===== config.mk =====
export PLATFORM = sky130hd
export DESIGN_NAME = mlp_feature_frontend
export DESIGN_NICKNAME = d
export VERILOG_FILES = /design/src/rtl/mlp_feature_frontend.sv
export SDC_FILE = /design/constraint.sdc
export NUM_CORES = 1
export LEC_CHECK = 0
export ABC_AREA = 1
export BUFFER_PORTS_ARGS = -buffer_cell sky130_fd_sc_hd__buf_2
export CAP_MARGIN = 40
export CORE_MARGIN = 3
export CORE_UTILIZATION = 45
export CTS_CLUSTER_DIAMETER = 100
export CTS_CLUSTER_SIZE = 14
export DETAILED_ROUTE_END_ITERATION = 8
export GPL_TIMING_DRIVEN = 0
export PLACE_DENSITY_LB_ADDON = 0.12
export SLEW_MARGIN = 10
export SYNTH_ARGS = -nofsm -noshare
export SYNTH_HDL_FRONTEND = slang
export SYNTH_SLANG_ARGS = --single-unit
export TNS_END_PERCENT = 100

===== constraint.sdc =====
create_clock -name clk -period 3.66 [get_ports clk]
set_input_delay 0.732 -clock clk [delete_from_list [all_inputs] [get_ports clk]]
set_output_delay 0.732 -clock clk [all_outputs]
set_load 0.01 [all_outputs]

===== src/rtl/mlp_feature_frontend.sv =====
// Stream front end for the combinational printed-MLP core: quantizes raw samples,
// presents a full feature vector, waits for the core to settle, then offers the result.
module mlp_feature_frontend #(
  parameter int NUM_FEAT = 6,
  parameter int IN_W     = 8,
  parameter int Q_W      = 4,
  parameter int RES_W    = 19,
  parameter int SETTLE   = 4
) (
  input  logic                    clk,
  input  logic                    rst_n,
  input  logic                    s_valid,
  output logic                    s_ready,
  input  logic [IN_W-1:0]         s_data,
  input  logic                    s_last,
  output logic [NUM_FEAT*Q_W-1:0] feat_vec,
  input  logic [RES_W-1:0]        res_in,
  output logic                    m_valid,
  input  logic                    m_ready,
  output logic [RES_W-1:0]        m_data,
  output logic                    frame_err
);

  localparam int CNT_W = (NUM_FEAT > 1) ? $clog2(NUM_FEAT) : 1;
  localparam int TMR_W = $clog2(SETTLE + 1);
  localparam int SHIFT = IN_W - Q_W;
  localparam logic [IN_W:0]      RND       = (IN_W+1)'(1) << (SHIFT - 1);
  localparam logic [IN_W:0]      QMAX      = (IN_W+1)'((1 << Q_W) - 1);
  localparam logic [CNT_W-1:0]   LAST_IDX  = CNT_W'(NUM_FEAT - 1);
  localparam logic [TMR_W-1:0]   SETTLE_LD = TMR_W'(SETTLE - 1);

  typedef enum logic [1:0] {
    ST_LOAD    = 2'd0,
    ST_DISCARD = 2'd1,
    ST_SETTLE  = 2'd2,
    ST_HOLD    = 2'd3
  } state_t;

  state_t                    r_state;
  logic [CNT_W-1:0]          r_cnt;
  logic [TMR_W-1:0]          r_timer;
  logic [NUM_FEAT*Q_W-1:0]   r_shadow;
  logic [NUM_FEAT*Q_W-1:0]   r_feat_vec;
  logic [RES_W-1:0]          r_m_data;
  logic                      r_m_valid;
  logic                      r_frame_err;
  logic [Q_W-1:0]            w_q;

  // Round half up at IN_W+1 bits so the carry is kept, then clamp to the feature range.
  function automatic logic [Q_W-1:0] quantize(input logic [IN_W-1:0] d);
    logic [IN_W:0] sum;
    logic [IN_W:0] shr;
    sum = {1'b0, d} + RND;
    shr = sum >> SHIFT;
    if (shr > QMAX) begin
      return {Q_W{1'b1}};
    end else begin
      return shr[Q_W-1:0];
    end
  endfunction

  // Quantized view of the sample currently on the input bus.
  always_comb begin
    w_q = quantize(s_data);
  end

  assign s_ready   = (r_state == ST_LOAD) || (r_state == ST_DISCARD);
  assign feat_vec  = r_feat_vec;
  assign m_valid   = r_m_valid;
  assign m_data    = r_m_data;
  assign frame_err = r_frame_err;

  // Frame assembly, settle timing and result handshake.
  always_ff @(posedge clk) begin
    if (!rst_n) begin
      r_state     <= ST_LOAD;
      r_cnt       <= '0;
      r_timer     <= '0;
      r_shadow    <= '0;
      r_feat_vec  <= '0;
      r_m_data    <= '0;
      r_m_valid   <= 1'b0;
      r_frame_err <= 1'b0;
    end else begin
      r_frame_err <= 1'b0;
      case (r_state)
        ST_LOAD: begin
          if (s_valid) begin
            if (r_cnt == LAST_IDX) begin
              r_cnt <= '0;
              if (s_last) begin
                // Final slot bypasses the shadow so feat_vec changes in one step.
                r_feat_vec <= {w_q, r_shadow[(NUM_FEAT-1)*Q_W-1:0]};
                r_timer    <= SETTLE_LD;
                r_state    <= ST_SETTLE;
              end else begin
                r_frame_err <= 1'b1;
                r_state     <= ST_DISCARD;
              end
            end else if (s_last) begin
              r_frame_err <= 1'b1;
              r_cnt       <= '0;
            end else begin
              r_shadow[r_cnt*Q_W +: Q_W] <= w_q;
              r_cnt                      <= r_cnt + CNT_W'(1);
            end
          end
        end
        ST_DISCARD: begin
          if (s_valid && s_last) begin
            r_state <= ST_LOAD;
          end
        end
        ST_SETTLE: begin
          if (r_timer == '0) begin
            r_m_data  <= res_in;
            r_m_valid <= 1'b1;
            r_state   <= ST_HOLD;
          end else begin
            r_timer <= r_timer - TMR_W'(1);
          end
        end
        ST_HOLD: begin
          if (m_ready) begin
            r_m_valid <= 1'b0;
            r_state   <= ST_LOAD;
          end
        end
        default: begin
          r_state <= ST_LOAD;
        end
      endcase
    end
  end

endmodule


Word level (Yosys, flattened, before mapping)
Cells that the tools add are included.
Widths: inputs -> output; s select.
{"block": "op_classes", "n_addsub": 4, "magnitude_cmp": 1, "eq_ne": 11, "shifts": 2, "muxes": 22, "bitwise": 2, "reduce_logical": 14}
{"op": "$neg 5->34", "count": 1}
{"op": "$shift 4x34->24 const A", "count": 1}
{"op": "$shiftx 4x34->24", "count": 1}
{"op": "$bwmux 24", "count": 1}
{"op": "$mux 3", "count": 6}
{"op": "$mux 2", "count": 6}
{"op": "$ne 2x2->1 const B", "count": 5}
{"op": "$reduce_and 5->1", "count": 2}
{"op": "$add 8x4->9 const B", "count": 1}
{"op": "$pmux 2 s4", "count": 1}
{"op": "$reduce_and 4->1", "count": 2}
{"op": "$pmux 3 s2", "count": 1}
{"op": "$reduce_and 3->1", "count": 2}
{"op": "$gt 5x4->1 const B", "count": 1}
{"op": "$mux 1", "count": 5}
{"op": "$eq 2x2->1 const B", "count": 2}
{"op": "$mux 4", "count": 1}
{"op": "$ne 2x1->1 const B", "count": 2}
{"op": "$reduce_and 2->1", "count": 2}
{"op": "$reduce_bool 2->1", "count": 2}
{"op": "$add 3x1->3 const B", "count": 1}
{"op": "$eq 3x3->1 const B", "count": 1}
{"op": "$logic_not 3->1", "count": 1}
{"op": "$sub 3x1->3 const B", "count": 1}
{"op": "other kinds (6)", "count": 7}
{"block": "word_totals", "register_bits": 77, "inputBits": 32, "output_inout_bits": 46, "wordCells": 64}

Logic depth before layout (Yosys ltp)
{"block": "logic_depth", "word_depth": 5, "depth_mapped": 12, "ltp_nobuf": 12}

Worst setup path before layout
Ideal clock, no wire load.
{"block": "synth_timing", "kind": "reg2reg", "startpoint": "register r_cnt[0]", "endpoint": "register r_shadow[19]", "setup_time_ns": 0.113, "arrival_ns": 1.608, "setup_slack_ns": 1.939, "path_stages_with_launch": 13, "path_cell_list": "dfxtp_1 inv_2 ha_1 ha_1 inv_1 nor2_1 nand2_1 nor2_4 nand2_2 clkinv_2 nand2_1 nand2_1 nor2_1"}
{"block": "synth_between", "elab_chain_len": 3, "word_cells_on_any_way": 7, "classes_between": "1 x add/sub; 1 x eq/ne; 2 x shift; 1 x mux; 1 x bitwise; 1 x reduce/logical"}
{"item": "start, declared", "line": "40", "text": "logic [CNT_W-1:0] r_cnt;"}
{"item": "start signal, assigned", "line": "105", "text": "r_cnt <= r_cnt + CNT_W'(1);"}
{"item": "$neg 5->34 or $eq 3x3->1 (tied branches)", "line": "104, 89"}
{"item": "$shiftx 4x34->24 (tied with other cells)", "line": "104", "text": "r_shadow[r_cnt*Q_W +: Q_W] <= w_q;"}
{"item": "$bwmux 24 or $reduce_and 4->1 (tied branches)"}
{"item": "end signal, assigned by index", "line": "104"}
{"item": "end, declared", "line": "42", "text": "logic [NUM_FEAT*Q_W-1:0] r_shadow;"}
Several ways; a longest one is shown, not always the timed one.
A chain may end at the register's enable or synchronous reset.

Final worst setup path
{"block": "layout_timing", "startpoint": "register r_cnt[0]", "endpoint": "register r_shadow[0]"}
Same word-level chain as after synthesis.

==> flow_metrics.env <==
export IMPL_detailedRoute_firstIterationViolations=126
export IMPL_hold_violations=0
export IMPL_number_of_cells_on_the_worst_reg_to_reg_path=8
export IMPL_regToRegSetupSlack_ns=1.68
export IMPL_holdCritStartpoint="feat_vec[0]"
export IMPL_worst_slew_slack_as_a_fraction_of_its_limit_pct=64.88
export IMPL_asyncSetResetFlopFracSynth_pct=0
export IMPL_die_width_um=87.40
export IMPL_placeableCoreArea_sq_mm=0.006386
export IMPL_drt_first_pass_iters=4
export IMPL_post_synth_edffs=0
export IMPL_yosys_area_top_type="dfxtp_1"
export IMPL_synth_top_cell_area_share_pct=49.01
export IMPL_skew_ns=0.006534
export IMPL_cts_htree_levels=3
export IMPL_initial_antenna_violation_count=0
export IMPL_netlist_area_before_placement_sq_mm=0.002982
export IMPL_ys_top_cells_by_count="73 x dfxtp_1, 55 x nor2_1, 54 x nand2_1, 34 x inv_1, 28 x o21ai_0"
export IMPL_layout_area_overhead_pct=22.41
export IMPL_buffer_count_from_post_cts_setup_fixing=0
export IMPL_synth_seq_cells=73
export IMPL_effective_utilization_at_floorplan_pct=46.69
export IMPL_route_final_wire_length_um=6698
export IMPL_placementRows=29
export IMPL_tritoncts_num_buffers=9
export IMPL_synth_net_count=399
export IMPL_clk_root_buffer_cell="clkbuf_8"
export IMPL_slew_violations=0
export IMPL_design_final_nets=484
export IMPL_grt_pass1_wl_um=10670
export IMPL_arrival_ns=2.25
export IMPL_worstSkewPairLatency_ns=0.34
export IMPL_detailed_placement_hpwl_um=4959
export IMPL_postRouteAntennaNets=0
export IMPL_rsz0062_at_grt="false"
export IMPL_antenna_cells=0
export IMPL_n_fill_cell=616
export IMPL_drive_above_1_share_pct=26.95
export IMPL_floorplan_die_area_sq_mm=0.007639
export IMPL_min_to="feat_vec[0]"
export IMPL_layout_core_utilization_pct=57.15
export IMPL_grt_overflow_total=0
export IMPL_largest_net_degree_at_the_start_of_global_routing=15
export IMPL_routedWlPerCell_um=12.73
export IMPL_vdd_ir_drop_worst_mv=0.3246
export IMPL_cts_hold_buf=0
export IMPL_tritoncts_clock_tree="done"
export IMPL_routabilityCongestion=0.8170
export IMPL_worst_slew_pin_transition_ns=0.5268
export IMPL_kind_of_capture_point_of_the_worst_setup_path="flip-flop"
export IMPL_report_final_setup_viol=0
export IMPL_holdPathStages=1
export IMPL_final_std_cell_area_no_fill_sq_mm=0.003650
export IMPL_synthMostInstantiatedCell="dfxtp_1"
export IMPL_via_count_of_the_first_global_routing_pass=2367
export IMPL_cap_violations=0
export IMPL_cts_sinks=73
export IMPL_startpoint_type="flip-flop"
export IMPL_post_synth_num_cell_types=31
export IMPL_crit_path_time_final_ns=1.982
export IMPL_yosys_warnings=0
export IMPL_worst_path_max_fanout=8
export IMPL_status="finished, final reports clean"
export IMPL_port_buffers=74
export IMPL_post_cts_resize_count=0
export IMPL_synth_area_leaders="dfxtp_1 49%, a22o_1 7.0%, nor2_1 6.9%"
export IMPL_num_vias=2600
export IMPL_total_leakage_power_nw=1.794
export IMPL_finalSetupTns_ns=0
export IMPL_timing_rr_start="r_cnt[0]"
export IMPL_drc_errors=0
export IMPL_pwr_density_cell_mw_per_mm2=488.3
export IMPL_timing_final_crit_share_pct=54.16
export IMPL_chip_height_um=87.40
export IMPL_timing_rr_end="r_shadow[0]"
export IMPL_fmax_mhz=504.5
export IMPL_syn_mean_instance_area_sq_um=8.305
export IMPL_cts_clock_pin_slew_for_the_worst_setup_and_hold_paths_ns=0.08
export IMPL_required_time_of_the_critical_path_ns=3.93
export IMPL_synth_cells=359
export IMPL_ys_seq_area_share_pct=49.01
export IMPL_grt_use_total_pct=17.96
export IMPL_synth_main_ff_cell="dfxtp_1"
export IMPL_routed_via_density=4.943
export IMPL_worstSetupPathType="reg2reg"
export IMPL_cts_max_path_buffers=2
export IMPL_post_dp_cell_area_sq_mm=0.003448
export IMPL_worst_hold_path_type="reg2reg"
export IMPL_num_io_pins=78
worst max-delay path, stage by stage (launching register included):
cell and delay, ns:
dfxtp_1 0.52, inv_2 0.13, ha_1 0.22, ha_1 0.30, inv_1 0.08, nand3_1 0.12, nor3_4 0.33, o21ai_1 0.10
a21oi_1 0.13
metrics by stage:
stage | setup slack (ns) | total power, W | hold slack (ns) | std cells
3_3_place_gp | 1.745 | 0.001171 | 0.4528 | 510
2_1_floorplan | 1.939 | 0.001085 | 0.4439 | 359
3_5_place_dp | 1.714 | 0.001178 | 0.4520 | 510
6_report | 1.678 | 0.001782 | 0.4682 | 526
5_1_grt | 1.534 | 0.001891 | 0.4874 | 526
4_1_cts | 1.689 | 0.001807 | 0.4735 | 526
registers in the layout (all words and copies together) (netlist names):
signal and cells:
frame_err 1, feat_vec 24, r_state 2, m_valid 1, r_shadow 20, m_data 19, r_cnt 3, r_timer 3
power by group:
part	switching [W]	leakage, nW	internal, W
sequential	0.0000301	0.589	0.000835
combinational	0.000190	1.10	0.000103
clock	0.000304	0.100	0.000320
total	0.000524	1.79	0.00126
kinds of logic after synthesis:
kind of cell,after synthesis,synth area share [%]
AOI/OAI and AO/OA,85,17.67
xor gates and xnor gates,1,0.2938
adders and majority gates,8,3.357
buffers and inverters,52,7.847
DFF,73,49.01
and+or+nand+nor,140,21.82
layer usage:
layer	routed length [um]	global-route usage, %
met5	0	0
met4	45	5.858
met3	243	4.920
met1	3114	21.98
met2	3295	30.41
placed cells by master (no fill, tap or decap), drive strengths merged:
cell type,synthesis,final
buf,8,82
dfxtp,73,73
nor2,61,61
nand2,60,60
inv,39,41
o21ai,32,32
a21oi,25,25
a22o,24,24
clkbuf,3,12
nand3,9,9
ha,8,8
nand4,7,7
clkinv,2,5
nor3,3,3
xnor2,1,1
o22ai,1,1
a211oi,1,1
a31oi,1,1
o211ai,1,1
clkinvlp,0,1
bufinv,0,1
area by class of cell:
cell class                      instances  area (sq um)  share of cell area (%)
Tap cell                               77         96.34                   2.640
Buffer                                 11         77.57                   2.125
Inverter                               41         156.4                   4.285
Clock buffer                            9         123.9                   3.394
Multi-Input combinational cell        234          1286                   35.24
Timing Repair Buffer                   74         370.4                   10.15
Sequential cell                        73          1461                   40.04
Clock inverter                          7         77.57                   2.125
worst max path at each step:
stage	start	end	cells past startpoint
final	r_cnt[0]	r_shadow[0]	8
after global routing	r_cnt[0]	r_shadow[0]	8
after CTS	r_cnt[0]	r_shadow[0]	8
after detailed placement	s_last	r_shadow[19]	10
after global placement	r_cnt[0]	r_shadow[19]	12
after floorplan	r_cnt[0]	r_shadow[19]	12
Power figures use the tool's default switching activity.
